[src/rtl/apu_pkg.sv]
// Shared APU constants: length-counter load table and triangle register map.
package apu_pkg;

    localparam logic [1:0] TRI_REG_CTRL = 2'd0;
    localparam logic [1:0] TRI_REG_TLO  = 2'd2;
    localparam logic [1:0] TRI_REG_THI  = 2'd3;

    localparam logic [7:0] LENGTH_TABLE [0:31] = '{
        8'd10,  8'd254, 8'd20,  8'd2,   8'd40,  8'd4,   8'd80,  8'd6,
        8'd160, 8'd8,   8'd60,  8'd10,  8'd14,  8'd12,  8'd26,  8'd14,
        8'd12,  8'd16,  8'd24,  8'd18,  8'd48,  8'd20,  8'd96,  8'd22,
        8'd192, 8'd24,  8'd72,  8'd26,  8'd16,  8'd28,  8'd32,  8'd30
    };

    function automatic logic [7:0] length_lookup(input logic [4:0] idx);
        return LENGTH_TABLE[idx];
    endfunction

endpackage

[src/rtl/apu_length_counter.sv]
// Length counter shared by the APU channels: load, halt, half-frame decay, enable clear.
module apu_length_counter #(
    parameter int LEN_W = 8
) (
    input  logic             clk,
    input  logic             rst_n,
    input  logic             load,
    input  logic [LEN_W-1:0] load_val,
    input  logic             halt,
    input  logic             half_frame,
    input  logic             enable,
    output logic [LEN_W-1:0] count,
    output logic             active
);

    logic [LEN_W-1:0] count_q, count_d;

    // A disabled channel pins the count at zero and swallows loads; a load beats a decay.
    always_comb begin
        count_d = count_q;
        if (!enable) begin
            count_d = '0;
        end else if (load) begin
            count_d = load_val;
        end else if (half_frame && !halt && (count_q != '0)) begin
            count_d = count_q - LEN_W'(1);
        end
    end

    always_ff @(posedge clk or negedge rst_n) begin
        if (!rst_n) begin
            count_q <= '0;
        end else begin
            count_q <= count_d;
        end
    end

    assign count  = count_q;
    assign active = (count_q != '0);

endmodule

[src/rtl/triangle_channel_gen.sv]
// Triangle wave channel: period timer, linear counter, length counter and 32-step sequencer.
module triangle_channel_gen
    import apu_pkg::*;
#(
    parameter int TIMER_W    = 11,
    parameter int OUT_W      = 4,
    parameter int LIN_W      = 7,
    parameter int LEN_W      = 8,
    parameter int MIN_PERIOD = 2
) (
    input  logic             clk,
    input  logic             rst_n,
    input  logic             wr_en,
    input  logic [1:0]       wr_addr,
    input  logic [7:0]       wr_data,
    input  logic             quarter_frame,
    input  logic             half_frame,
    input  logic             enable,
    output logic [OUT_W-1:0] wave,
    output logic             length_active
);

    logic               ctrl_q, ctrl_d;
    logic [LIN_W-1:0]   lin_reload_q, lin_reload_d;
    logic [TIMER_W-1:0] period_q, period_d;
    logic [TIMER_W-1:0] timer_q, timer_d;
    logic [LIN_W-1:0]   linear_q, linear_d;
    logic               reload_flag_q, reload_flag_d;
    logic [OUT_W:0]     step_q, step_d;

    logic               wr_ctrl, wr_tlo, wr_thi;
    logic               step_tick, period_ok;
    logic [LEN_W-1:0]   length_count;

    assign wr_ctrl   = wr_en && (wr_addr == TRI_REG_CTRL);
    assign wr_tlo    = wr_en && (wr_addr == TRI_REG_TLO);
    assign wr_thi    = wr_en && (wr_addr == TRI_REG_THI);
    assign step_tick = (timer_q == '0);
    assign period_ok = (MIN_PERIOD == 0) || (period_q >= TIMER_W'(MIN_PERIOD));

    always_comb begin
        ctrl_d        = ctrl_q;
        lin_reload_d  = lin_reload_q;
        period_d      = period_q;
        timer_d       = step_tick ? period_q : timer_q - TIMER_W'(1);
        linear_d      = linear_q;
        reload_flag_d = reload_flag_q;
        step_d        = step_q;

        if (wr_ctrl) begin
            ctrl_d       = wr_data[7];
            lin_reload_d = wr_data[LIN_W-1:0];
        end
        if (wr_tlo) begin
            period_d[7:0] = wr_data;
        end
        if (wr_thi) begin
            period_d[TIMER_W-1:8] = wr_data[TIMER_W-9:0];
        end

        // Quarter-frame sees the registered ctrl/reload values, so a same-cycle write lands afterwards.
        if (quarter_frame) begin
            if (reload_flag_q) begin
                linear_d = lin_reload_q;
            end else if (linear_q != '0) begin
                linear_d = linear_q - LIN_W'(1);
            end
            if (!ctrl_q) begin
                reload_flag_d = 1'b0;
            end
        end
        if (wr_thi) begin
            reload_flag_d = 1'b1;
        end

        if (step_tick && (linear_q != '0) && (length_count != '0) && period_ok) begin
            step_d = step_q + (OUT_W + 1)'(1);
        end
    end

    always_ff @(posedge clk or negedge rst_n) begin
        if (!rst_n) begin
            ctrl_q        <= 1'b0;
            lin_reload_q  <= '0;
            period_q      <= '0;
            timer_q       <= '0;
            linear_q      <= '0;
            reload_flag_q <= 1'b0;
            step_q        <= '0;
        end else begin
            ctrl_q        <= ctrl_d;
            lin_reload_q  <= lin_reload_d;
            period_q      <= period_d;
            timer_q       <= timer_d;
            linear_q      <= linear_d;
            reload_flag_q <= reload_flag_d;
            step_q        <= step_d;
        end
    end

    apu_length_counter #(
        .LEN_W(LEN_W)
    ) u_length (
        .clk       (clk),
        .rst_n     (rst_n),
        .load      (wr_thi),
        .load_val  (LEN_W'(length_lookup(wr_data[7:3]))),
        .halt      (ctrl_q),
        .half_frame(half_frame),
        .enable    (enable),
        .count     (length_count),
        .active    (length_active)
    );

    // First half of the sequence counts down, second half counts up.
    assign wave = step_q[OUT_W] ? step_q[OUT_W-1:0] : ~step_q[OUT_W-1:0];

endmodule

[config.mk]
export PLATFORM = sky130hd
export DESIGN_NAME = triangle_channel_gen
export DESIGN_NICKNAME = d
export VERILOG_FILES = /design/src/rtl/apu_pkg.sv /design/src/rtl/apu_length_counter.sv /design/src/rtl/triangle_channel_gen.sv
export SDC_FILE = /design/constraint.sdc
export NUM_CORES = 1
export LEC_CHECK = 0
export ABC_AREA = 1
export CAP_MARGIN = 20
export CORE_UTILIZATION = 55
export DETAILED_ROUTE_END_ITERATION = 10
export PLACE_DENSITY_LB_ADDON = 0.05
export SLEW_MARGIN = 20
export SYNTH_ARGS = -nofsm -noshare
export SYNTH_HDL_FRONTEND = slang
export SYNTH_SLANG_ARGS = --single-unit
[constraint.sdc]
create_clock -name clk -period 4.1 [get_ports clk]
set_clock_uncertainty 0.15 [all_clocks]
set_input_delay 0.82 -clock clk [delete_from_list [all_inputs] [get_ports clk]]
set_output_delay 0.82 -clock clk [all_outputs]
set_load 0.01 [all_outputs]
# Word level (Yosys, flattened, before mapping)
# Memory sizes are Yosys's and may differ from the RTL's.
# Index checks and enable logic that the tools add are counted.
# Widths: inputs -> output; s select.
# op_classes
n_addsub,4
n_lt_le_gt_ge,2
eq_ne,4
n_mux,12
bitwise_logic,2
reduce_logical,17
# ops
operator,count
$mux 8,5
$mux 7,2
$ge 11x2->1 const B,1
$logic_not 11->1,1
$mux 11,1
$sub 11x1->11 const B,1
$logic_and 1x1->1,8
$reduce_bool 8->1,1
$sub 8x1->8 const B,1
$reduce_bool 7->1,1
$sub 7x1->7 const B,1
$ge 6x6->1 const B,1
$not 5->6,1
$add 5x1->5 const B,1
$eq 2x2->1 const B,2
$mux 4,1
$not 4->4,1
$reduce_and 2->1,2
$reduce_bool 2->1,2
$mux 1,3
$ne 3x1->1 const B,1
$logic_not 2->1,1
$ne 2x1->1 const B,1
$logic_not 1->1,1
# word_totals
reg_bits,51
mem_bits_ro,256
input_bits,16
output_inout_bits,5
word_cells,51
mem_count,1
# memory_table
memory,words,width,rd,rd_ports_with_merged_regs,wr,line_no,rtl
(name not given),32,8,1,0,0,apu_pkg.sv:16,return LENGTH_TABLE[idx];

# Logic depth before layout (Yosys ltp)
# logic_depth
ltp_word,6
depth_mapped,10
ltp_nobuf,10

# Hierarchy
# From an unflattened synthesis, not the netlist that was laid out.
# unflattened
hier_cells,435
hier_area_um2,3241.9
# by_module_without_submodules
module,instances,cells_each,area_each_um2
triangle_channel_gen,1,342,2625.0
apu_length_counter,1,93,616.8

# Worst setup path before layout
# No wires, ideal clock.
# synth_timing
kind,reg2out
startpoint,"reg u_length.count_q[0], in the netlist u_length.count[0]"
endpoint,out length_active
t_arrival_ns,0.967
required_ns,3.130
setup_slack_ns,2.163
stages_incl_launch_ff,6
cell_sequence,dfrtp_1 > inv_1 > ha_1 > nand2_1 > nor2_2 > inv_1
# synth_between
elab_chain_len,1
# synth_lines
item,line_no,rtl
from (decl),apu_length_counter.sv:16,"logic [LEN_W-1:0] count_q, count_d;"
from (signal assigned),apu_length_counter.sv:34,count_q <= count_d;
$reduce_bool 8->1,apu_length_counter.sv:39,assign active = (count_q != '0);
to (decl),triangle_channel_gen.sv:20,output logic length_active
# Every way passes these cells.

# Worst setup path after layout
# Ends and elaborated chain as after synthesis.

==> summary.md <==
| Metric | Value |
|---|---|
| Status | complete, no violations |
| Hold Path Class | reg -> reg |
| Hold Startpoint | period_q[7] |
| Crit path to | length_active |
| Lkg Pwr | 1.72 nW |
| Post-DP HPWL | 4870 um |
| Later-pin clock latency in the skew report | 0.31 ns |
| Crit Path Class | reg -> out |
| Placed cell areas | about 0.0035 mm^2 |
| Internal Power | 1.15 mW |
| Syn Area/Cell | 7.77 um^2 |
| Crit start category | flop |
| Slew headroom | 0.461 |
| Instance count of the mapped netlist | approximately 420 |
| Distinct cells, synth | 39 |
| Cell Area, Synth | 0.00326 mm^2 |
| P_sw | 0.830 mW |
| Die ar. | 0.00623 mm^2 |
| Routed WL | 6540 um |
| Synth Area in Simple Gates | 0.321 |
| Syn_nets | 448 |
| R2r setup slk | 2.33 ns |
| Post-CTS Setup Bufs | 0 |
| Comb power frac | 0.434 |
| Clock power share | 0.159 |
| Worst R2R Path Depth | 9 |
| Max-slew violation count | 0 |
| Syn-to-layout area delta | 9.57% |
| CTS resizes | 0 |
| Total I/O pin count | 21 |
| Reg clk slew, reported paths | 0.09 ns |
| DR vias/cell | 5.25 |
| Core Box Area | about 0.0056 mm^2 |
| Worst slew pin tran | 0.808 ns |
| Setup TNS | 0 ns |
| Final ANT Viol Nets | 0 |
| Number of global-route vias before repair | 2,495 |
| FF+latch count, synth | 51 |
| Worst R2R Start | timer_q[0] |
| Leading cell type in the layout, fill and taps excluded | nand2_1 |
| Cell Pwr Density | 555 mW/mm^2 |
| Synth Area in XOR/XNOR | 0.0377 |
| WHS | 0.342 ns |
| DRC | 0 |
| Yosys warns | 0 |
| Minimum clock period | 2.82 ns |
| Fin area | 0.00357 mm^2 |
| CTS Hold Bufs | 0 |
| Clock Path Buffers | 2 |
| Gr usage total | 0.231 |
| Global route overflow | 0 |
| Chip Height | 78.9 um |
| Gpl congestion | 0.855 |
| Clock root cell | clkbuf_8 |
| Multiplexer share of the synthesized area | 0 |
| Achievable Freq | 354 MHz |
| Starting DRT DRC Count | between 150 and 200 |
| Final hold viol count | 0 |
| Post-synthesis compound-gate area fraction | 0.121 |
| RSZ-0062 raised after global routing | no |
| CTS buffer count | 5 |
| Sequential fraction of design power | 0.406 |
| Largest net degree at the start of global routing | 38 |
| Net Sw Frac | 0.419 |
| Final-report setup violation count | 0 |
| Effective utilization at floorplan | 0.581 |
| FP Rows | 27 |
| Reg2reg end | step_q[2] |
| Max-cap viol count | 0 |
| CP Capture Type | primary output |
| Final Cycle Share | 0.689 |
| WL/cell | 12.8 um |
| Die W | 78.9 um |
| Largest family of logic cells by synthesized area | simple AND/OR/NAND/NOR gates |
| Final nets | approximately 470 |
| Worst vdd ir | 0.000385 V |
| DR pass1 iterations | 6 |
| Post-route core utilization | 0.636 |
| Most frequent cells in the layout | nand2_1, dfrtp_1, nand3_1, inv_1, o21ai_0 |
| Share of layout cells above drive strength 1 | 0.139 |
| Initial antenna violation count | 0 |
| Critical Path Fanout Max | 5 |
| Crit path from | u_length.count[0] |
| Clock Sinks | 51 |
| Via count | 2,676 |
| CTS tree | built |
| Register area share after synthesis | 0.392 |
| Worst Path Required | 3.13 ns |
| Ant diodes | 0 |
| PortBufs | 20 |
| First-pass GRT wire length | 11,300 um |
| H-tree level count | 2 |
| CP arrival | 1.85 ns |
| Synth Area in Adders | 0.0500 |
## sequential cells by signal (all words and copies together) (netlist names)
name,count
ctrl_q,1
lin_reload_q,7
linear_q,7
period_q,11
reload_flag_q,1
step_q,5
timer_q,11
u_length.count,8
## cell type report
class / instances / area (um^2)
fill: 541 / 2040
multi-input combinational: 314 / 1730
sequential: 51 / 1280
timing repair buffer: 21 / 203
inverter: 44 / 173
tap: 72 / 90.1
clock buffer: 6 / 82.6
clock inverter: 2 / 16.3
## worst min-delay path by stage
stage / endpoint / slack (ns) / cells after the start
2_1_floorplan: lin_reload_q[5] / 0.30 / 2
3_3_place_gp: lin_reload_q[5] / 0.32 / 2
3_5_place_dp: lin_reload_q[5] / 0.32 / 2
4_1_cts: period_q[7] / 0.35 / 2
5_1_grt: timer_q[0] / 0.38 / 1
6_report: period_q[7] / 0.34 / 2
## cells by family (layout without fill, tap and decap cells)
family          Yosys count  in the layout
simple gates            224            224
compound gates           63             63
buf+inv                  54             73
flops                    51             51
xor+xnor                 14             14
fa+ha+maj                13             13
## stage by stage
| stage | worst slack, ns | std cells | total power, mW |
|---|---|---|---|
| 2_1_floorplan | 2.16 | 419 | 1.47 |
| 3_3_place_gp | 1.51 | 502 | 1.66 |
| 3_5_place_dp | 1.45 | 502 | 1.68 |
| 4_1_cts | 1.26 | 510 | 1.99 |
| 5_1_grt | 1.17 | 510 | 2.15 |
| 6_report | 1.28 | 510 | 1.98 |
## per-layer routing
| metal | vias to the layer above | global-route usage | share of wire |
|---|---|---|---|
| li1 | 1387 | - | - |
| met1 | 1240 | 0.312 | 0.48 |
| met2 | 41 | 0.377 | 0.47 |
| met3 | 8 | 0.0414 | 0.033 |
| met4 | 0 | 0.0691 | 0.013 |
| met5 | - | 0 | 0 |
## worst max-delay path, cell delays in order (launching register included)
cell and delay, ns:
dfrtp_1 0.37, inv_1 0.12, ha_1 0.17, nand2_1 0.11
nor2_2 0.22, inv_1 0.08, clkdlybuf4s50_1 0.48
## cell usage after synthesis (all sizes together)
master | count | area [um^2]
a21bo | 1 | 10.0
a21boi | 1 | 7.51
a21oi | 7 | 57.6
a31oi | 2 | 18.8
buf | 5 | 61.3
clkbuf | 5 | 18.8
clkinv | 2 | 12.5
dfrtp | 51 | 1280
ha | 13 | 163
inv | 42 | 160
nand2 | 127 | 524
nand3 | 44 | 243
nand4 | 5 | 31.3
nor2 | 44 | 220
nor3 | 2 | 15.0
o211ai | 2 | 15.0
o21ai | 49 | 279
o31ai | 1 | 7.51
or2 | 2 | 12.5
xnor2 | 11 | 96.3
xor2 | 3 | 26.3
## power by group through the flow
stage	Combinational, mW	Sequential [mW]	Clock (mW)
detailed placement	0.863	0.813	0
CTS	0.867	0.804	0.318
global route	0.982	0.831	0.339
floorplan	0.689	0.778	0
finish	0.860	0.804	0.315
global placement	0.844	0.811	0
(Power assumes the default switching activity.)
